`src/rtl/keypad_pkg.sv`:
```
// Shared definitions for the 4x4 matrix keypad scanner: FSM encoding,
// row count and the (row, column) to hex key map.
package keypad_pkg;

  localparam int NUM_ROWS = 4;

  typedef enum logic [1:0] {
    SCAN     = 2'd0,
    PRESS_DB = 2'd1,
    HELD     = 2'd2,
    REL_DB   = 2'd3
  } state_t;

  // Keypad legend: row3 carries '*' (E), '0', '#' (F) and 'D'.
  function automatic logic [3:0] keymap(input logic [1:0] row, input logic [1:0] col);
    logic [3:0] code;
    case ({row, col})
      4'h0: code = 4'h1;
      4'h1: code = 4'h2;
      4'h2: code = 4'h3;
      4'h3: code = 4'hA;
      4'h4: code = 4'h4;
      4'h5: code = 4'h5;
      4'h6: code = 4'h6;
      4'h7: code = 4'hB;
      4'h8: code = 4'h7;
      4'h9: code = 4'h8;
      4'hA: code = 4'h9;
      4'hB: code = 4'hC;
      4'hC: code = 4'hE;
      4'hD: code = 4'h0;
      4'hE: code = 4'hF;
      default: code = 4'hD;
    endcase
    return code;
  endfunction

  // Index of the lowest-numbered active-low column; lowest index wins.
  function automatic logic [1:0] first_low(input logic [3:0] cols);
    logic [1:0] idx;
    idx = 2'd0;
    for (int i = 3; i >= 0; i--) begin
      if (!cols[i]) idx = i[1:0];
    end
    return idx;
  endfunction

endpackage

```
`src/rtl/sync_2ff.sv`:
```
// Two-flop synchronizer for asynchronous level inputs (keypad columns,
// push-buttons). Resets to all-ones to match idle pulled-up lines.
module sync_2ff #(
  parameter int WIDTH = 4
) (
  input  logic             clk,
  input  logic             reset,
  input  logic [WIDTH-1:0] d,
  output logic [WIDTH-1:0] q
);

  logic [WIDTH-1:0] meta;

  // NOTE: clocked state uses non-blocking assignments so both stages sample
  // the pre-edge values; blocking here would collapse the chain to one flop.
  always_ff @(posedge clk or posedge reset) begin
    if (reset) begin
      meta <= {WIDTH{1'b1}};
      q    <= {WIDTH{1'b1}};
    end else begin
      meta <= d;
      q    <= meta;
    end
  end

endmodule

```
`src/rtl/keypad_scanner.sv`:
```
// 4x4 matrix keypad scanner: walks the rows on scan_tick, debounces press
// and release, and reports the accepted key as a hex code.
module keypad_scanner
  import keypad_pkg::*;
#(
  parameter int DEBOUNCE_TICKS = 4
) (
  input  logic       clk,
  input  logic       reset,
  input  logic       scan_tick,
  input  logic [3:0] col_n,
  output logic [3:0] row_n,
  output logic [3:0] key_code,
  output logic       key_valid,
  output logic       key_held
);

  localparam int RW = $clog2(NUM_ROWS);
  localparam logic [3:0] DB_LIMIT = 4'(DEBOUNCE_TICKS);

  state_t          state, state_nxt;
  logic [RW-1:0]   row_sel, row_sel_nxt, cap_row, cap_row_nxt;
  logic [3:0]      cap_cols, cap_cols_nxt;
  logic [3:0]      cnt, cnt_nxt, cnt_inc;
  logic [3:0]      sync_s;
  logic            accept;
  logic [3:0]      row_n_nxt, key_code_nxt;
  logic            key_valid_nxt, key_held_nxt;

  sync_2ff #(.WIDTH(4)) u_sync (
    .clk   (clk),
    .reset (reset),
    .d     (col_n),
    .q     (sync_s)
  );

  assign cnt_inc = (cnt == 4'hF) ? cnt : cnt + 4'd1;

  always_ff @(posedge clk or posedge reset) begin
    if (reset) begin
      state     <= SCAN;
      row_sel   <= '0;
      cap_row   <= '0;
      cap_cols  <= 4'b1111;
      cnt       <= 4'd0;
      row_n     <= 4'b1110;
      key_code  <= 4'h0;
      key_valid <= 1'b0;
      key_held  <= 1'b0;
    end else begin
      state     <= state_nxt;
      row_sel   <= row_sel_nxt;
      cap_row   <= cap_row_nxt;
      cap_cols  <= cap_cols_nxt;
      cnt       <= cnt_nxt;
      row_n     <= row_n_nxt;
      key_code  <= key_code_nxt;
      key_valid <= key_valid_nxt;
      key_held  <= key_held_nxt;
    end
  end

  // NOTE: every signal gets a default before the case so no path leaves it
  // unassigned, which would otherwise infer a latch.
  always_comb begin
    state_nxt    = state;
    row_sel_nxt  = row_sel;
    cap_row_nxt  = cap_row;
    cap_cols_nxt = cap_cols;
    cnt_nxt      = cnt;
    accept       = 1'b0;
    if (scan_tick) begin
      unique case (state)
        SCAN: begin
          if (sync_s == 4'b1111) begin
            row_sel_nxt = row_sel + 1'b1;
          end else begin
            cap_row_nxt  = row_sel;
            cap_cols_nxt = sync_s;
            cnt_nxt      = 4'd1;
            state_nxt    = PRESS_DB;
          end
        end
        PRESS_DB: begin
          // Whole column pattern must match, so a second key mid-debounce restarts.
          if (sync_s == cap_cols) begin
            cnt_nxt = cnt_inc;
            if (cnt_inc >= DB_LIMIT) begin
              accept    = 1'b1;
              state_nxt = HELD;
            end
          end else begin
            cnt_nxt   = 4'd0;
            state_nxt = SCAN;
          end
        end
        HELD: begin
          if (sync_s == 4'b1111) begin
            cnt_nxt   = 4'd1;
            state_nxt = REL_DB;
          end
        end
        REL_DB: begin
          if (sync_s == 4'b1111) begin
            cnt_nxt = cnt_inc;
            if (cnt_inc >= DB_LIMIT) begin
              cnt_nxt     = 4'd0;
              row_sel_nxt = row_sel + 1'b1;
              state_nxt   = SCAN;
            end
          end else begin
            cnt_nxt   = 4'd0;
            state_nxt = HELD;
          end
        end
        default: state_nxt = SCAN;
      endcase
    end
  end

  always_comb begin
    row_n_nxt     = ~(4'b0001 << row_sel_nxt);
    key_valid_nxt = accept;
    key_code_nxt  = accept ? keymap(cap_row, first_low(cap_cols)) : key_code;
    key_held_nxt  = (state_nxt == HELD) || (state_nxt == REL_DB);
  end

endmodule
```
`config.mk`:
```
export PLATFORM = sky130hd
export DESIGN_NAME = keypad_scanner
export DESIGN_NICKNAME = d
export VERILOG_FILES = /design/src/rtl/keypad_pkg.sv /design/src/rtl/sync_2ff.sv /design/src/rtl/keypad_scanner.sv
export SDC_FILE = /design/constraint.sdc
export NUM_CORES = 1
export LEC_CHECK = 0
export ABC_AREA = 1
export BUFFER_PORTS_ARGS = -buffer_cell sky130_fd_sc_hd__buf_2
export CAP_MARGIN = 25
export CELL_PAD_IN_SITES_DETAIL_PLACEMENT = 1
export CELL_PAD_IN_SITES_GLOBAL_PLACEMENT = 2
export CORE_AREA = 4 4 114 73
export CTS_CLUSTER_DIAMETER = 60
export DETAILED_ROUTE_END_ITERATION = 12
export DIE_AREA = 0 0 118 77
export GPL_ROUTABILITY_DRIVEN = 0
export PLACE_DENSITY_LB_ADDON = 0.1
export SLEW_MARGIN = 20
export SYNTH_ARGS = -nofsm -noshare
export SYNTH_HDL_FRONTEND = slang
export SYNTH_SLANG_ARGS = --single-unit
```
`constraint.sdc`:
```
create_clock -name clk -period 3.5 [get_ports clk]
set_clock_uncertainty 0.1 [all_clocks]
set_input_delay 0.525 -clock clk [delete_from_list [all_inputs] [get_ports clk]]
set_output_delay 0.525 -clock clk [all_outputs]
set_load 0.01 [all_outputs]
```
==> qor.txt <==
Status: finished, final reports clean
Max_cap viols: 0
Vias after detailed routing: 1320
Post-synth top flop: dfrtp_1
CTS tree: done
Setup TNS: 0 ps
Count of cell types in the netlist: 28
Critical path type: register to register
Final Hold Vio Count: 0
Post-synth net total: 209
Post_cts resized: 0
Post-synthesis register bit count: 32
Global route overflow: 0
Internal power: 0.9613 mW
R2r worst-path depth: 7
Most frequent cells in the layout: 50 x nand2_1, 28 x inv_1, 17 x nor2_1, 17 x dfrtp_1, 16 x buf_2
Switch share: 0.3455
Vias in the first global route: 1415
Fmax: 504.3 MHz
Slew HR: 0.6448
Setup Buffers After CTS: 0
Final worst slack: 1517 ps
First-pass GRT wire length: 7272 um
Worst-Margin Slew: 532.1 ps
# port buffers: 16
Final worst path period share: 0.5665
Syn avg cell area: 8.467 um2
Area Growth Syn to Fin: 23.20%
Most common cell after layout, fill and taps aside: nand2_1
Number of diodes: 0
Clock sink count: 32
Synth async-reset ratio: 1.000
HP Class: input pin to asynchronous set/reset pin
Clock transition at path regs: 60 ps
Die height: 77 um
EDFF count, synth: 0
1st-iter DRT viols: 112
Wire per inst: 13.63 um
Initial Utilization: 0.2286
Via density per instance: 4.272
Data arrival time of the critical path: 2020 ps
CP startpoint kind: register
Die Wd: 118 um
Clock Path Buffers: 2
Detail Placement HPWL: 3293 um
Post-Syn Area: 0.001634 mm2
Pre-CTS setup slack: 1505 ps
Total Nets Final: 233
Peak supply drop: 0.2051 mV
PwrDens: 729.5 mW/mm2
CTS Buf Count: 5
Drc violations: 0
Clock share of power: 0.337
CP endpoint kind: register
RSZ-0062 raised after global routing: no
I/O pins: 17
First-pass detailed-route iteration total: 4
Final core occ: 0.2817
YS warnings: 0
Share of cells above drive strength 1: 0.2477
Global Route Usage Sum: 0.09923
Largest net degree at the start of global routing: 15
Sequential share of power: 0.378
Count of pins over their slew limit: 0
Antenna violations before repair: 0
Cts hold-fix bufs: 0
Routed WL: 4212 um
CTS HTree Levels: 2
Clk_lat worst skew: 270 ps
Core Box Area: 0.007147 mm2
Die area: 0.009086 mm2
Post-route ant nets: 0
P_leak: 0.9983 nW
Maximum fanout along the worst path: 5
Combinational share of power: 0.285
P_sw: 0.5074 mW
Min Tclk post-route: 1983 ps
Number of cell rows: 24
Synth Instances: 193
Root Buffer: clkbuf_16
CP required: 3540 ps
Seq/Total Area, Yosys: 0.5015
Total Power: 1.469 mW
Final setup viols: 0
## cells in the mapped netlist (2+ instances only)
| cell | instances | area share |
|---|---|---|
| nor2_1 | 17 | 0.039 |
| inv_1 | 28 | 0.064 |
| o21ai_2 | 2 | 0.011 |
| nand2_1 | 50 | 0.11 |
| dfstp_2 | 15 | 0.24 |
| ha_1 | 9 | 0.069 |
| o21ai_0 | 15 | 0.046 |
| a21oi_2 | 2 | 0.011 |
| nand3_1 | 11 | 0.034 |
| o211ai_1 | 2 | 0.0092 |
| a21oi_1 | 4 | 0.012 |
| nand2_2 | 6 | 0.023 |
| dfrtp_1 | 17 | 0.26 |
## metrics by stage
| stage | std cells | area [um2] | hold slack [ps] |
|---|---|---|---|
| floorplan | 193 | 1634 | 245.2 |
| global placement | 300 | 1832 | 248.2 |
| detailed placement | 301 | 1847 | 247.2 |
| CTS | 309 | 2013 | 210.9 |
| global route | 309 | 2013 | 220.0 |
| finish | 309 | 2013 | 182.2 |
## worst paths after layout
kind	from	end	slack, ps
max	cap_cols[0]$_DFFE_PP1P_	key_code[2]$_DFFE_PP0P_	1520
max in group asynchronous	reset	u_sync.q[0]$_DFF_PP1_	2370
max reg2reg	cap_cols[0]$_DFFE_PP1P_	key_code[2]$_DFFE_PP0P_	1520
min	reset	state[1]$_DFF_PP0_	180
min reg2reg	u_sync.meta[0]$_DFF_PP1_	u_sync.q[0]$_DFF_PP1_	250
min in group clk	col_n[0]	u_sync.meta[0]$_DFF_PP1_	250
## state kept, by name (all words and copies together) (netlist names)
name / flops
key_held: 1
u_sync.q: 4
cap_cols: 4
row_sel: 2
cnt: 4
cap_row: 2
state: 2
key_code: 4
u_sync.meta: 4
row_n: 4
key_valid: 1
## logic make-up (layout without fill, tap and decap cells)
logic type | count (synthesis) | after routing | share of synthesized area
AND/OR/NAND/NOR | 89 | 89 | 0.2335
flip-flops | 32 | 32 | 0.5015
AO/OA/AOI/OAI | 30 | 30 | 0.1103
buffers and inverters | 30 | 55 | 0.06891
adder cells (fa/ha/maj) | 9 | 9 | 0.06891
XOR/XNOR | 2 | 2 | 0.01072
multiplexers | 1 | 1 | 0.006126
## final cells by class
class	instances	area, um2
Fill cell	864	5134
Sequential cell	32	819.5
Multi-Input combinational cell	131	701.9
Clock buffer	5	125.1
Tap cell	91	113.9
Inverter	29	108.9
Timing Repair Buffer	18	102.6
Clock inverter	3	41.29
## critical path: stages, from the launching register on
cell and delay [ps]:
dfstp_2 570, inv_1 70, a21oi_1 330, inv_1 140, ha_1 300, nor2_1 40
o21ai_0 190, o21ai_0 120
## layer usage
metal / wire length [um] / GRT usage
met1: 2170 / 0.1383
met2: 1898 / 0.1507
met3: 98 / 0.02647
met4: 45 / 0.02924
met5: 0 / 0
## power groups by stage
stage          clock, mW  sequential (mW)  combinational [mW]
2_1_floorplan          0            0.545               0.291
3_3_place_gp           0            0.556               0.406
3_5_place_dp           0            0.559               0.420
4_1_cts            0.508            0.554               0.425
5_1_grt            0.526            0.570               0.489
6_report           0.495            0.555               0.419
No activity file was read; power rests on OpenSTA's default activity.
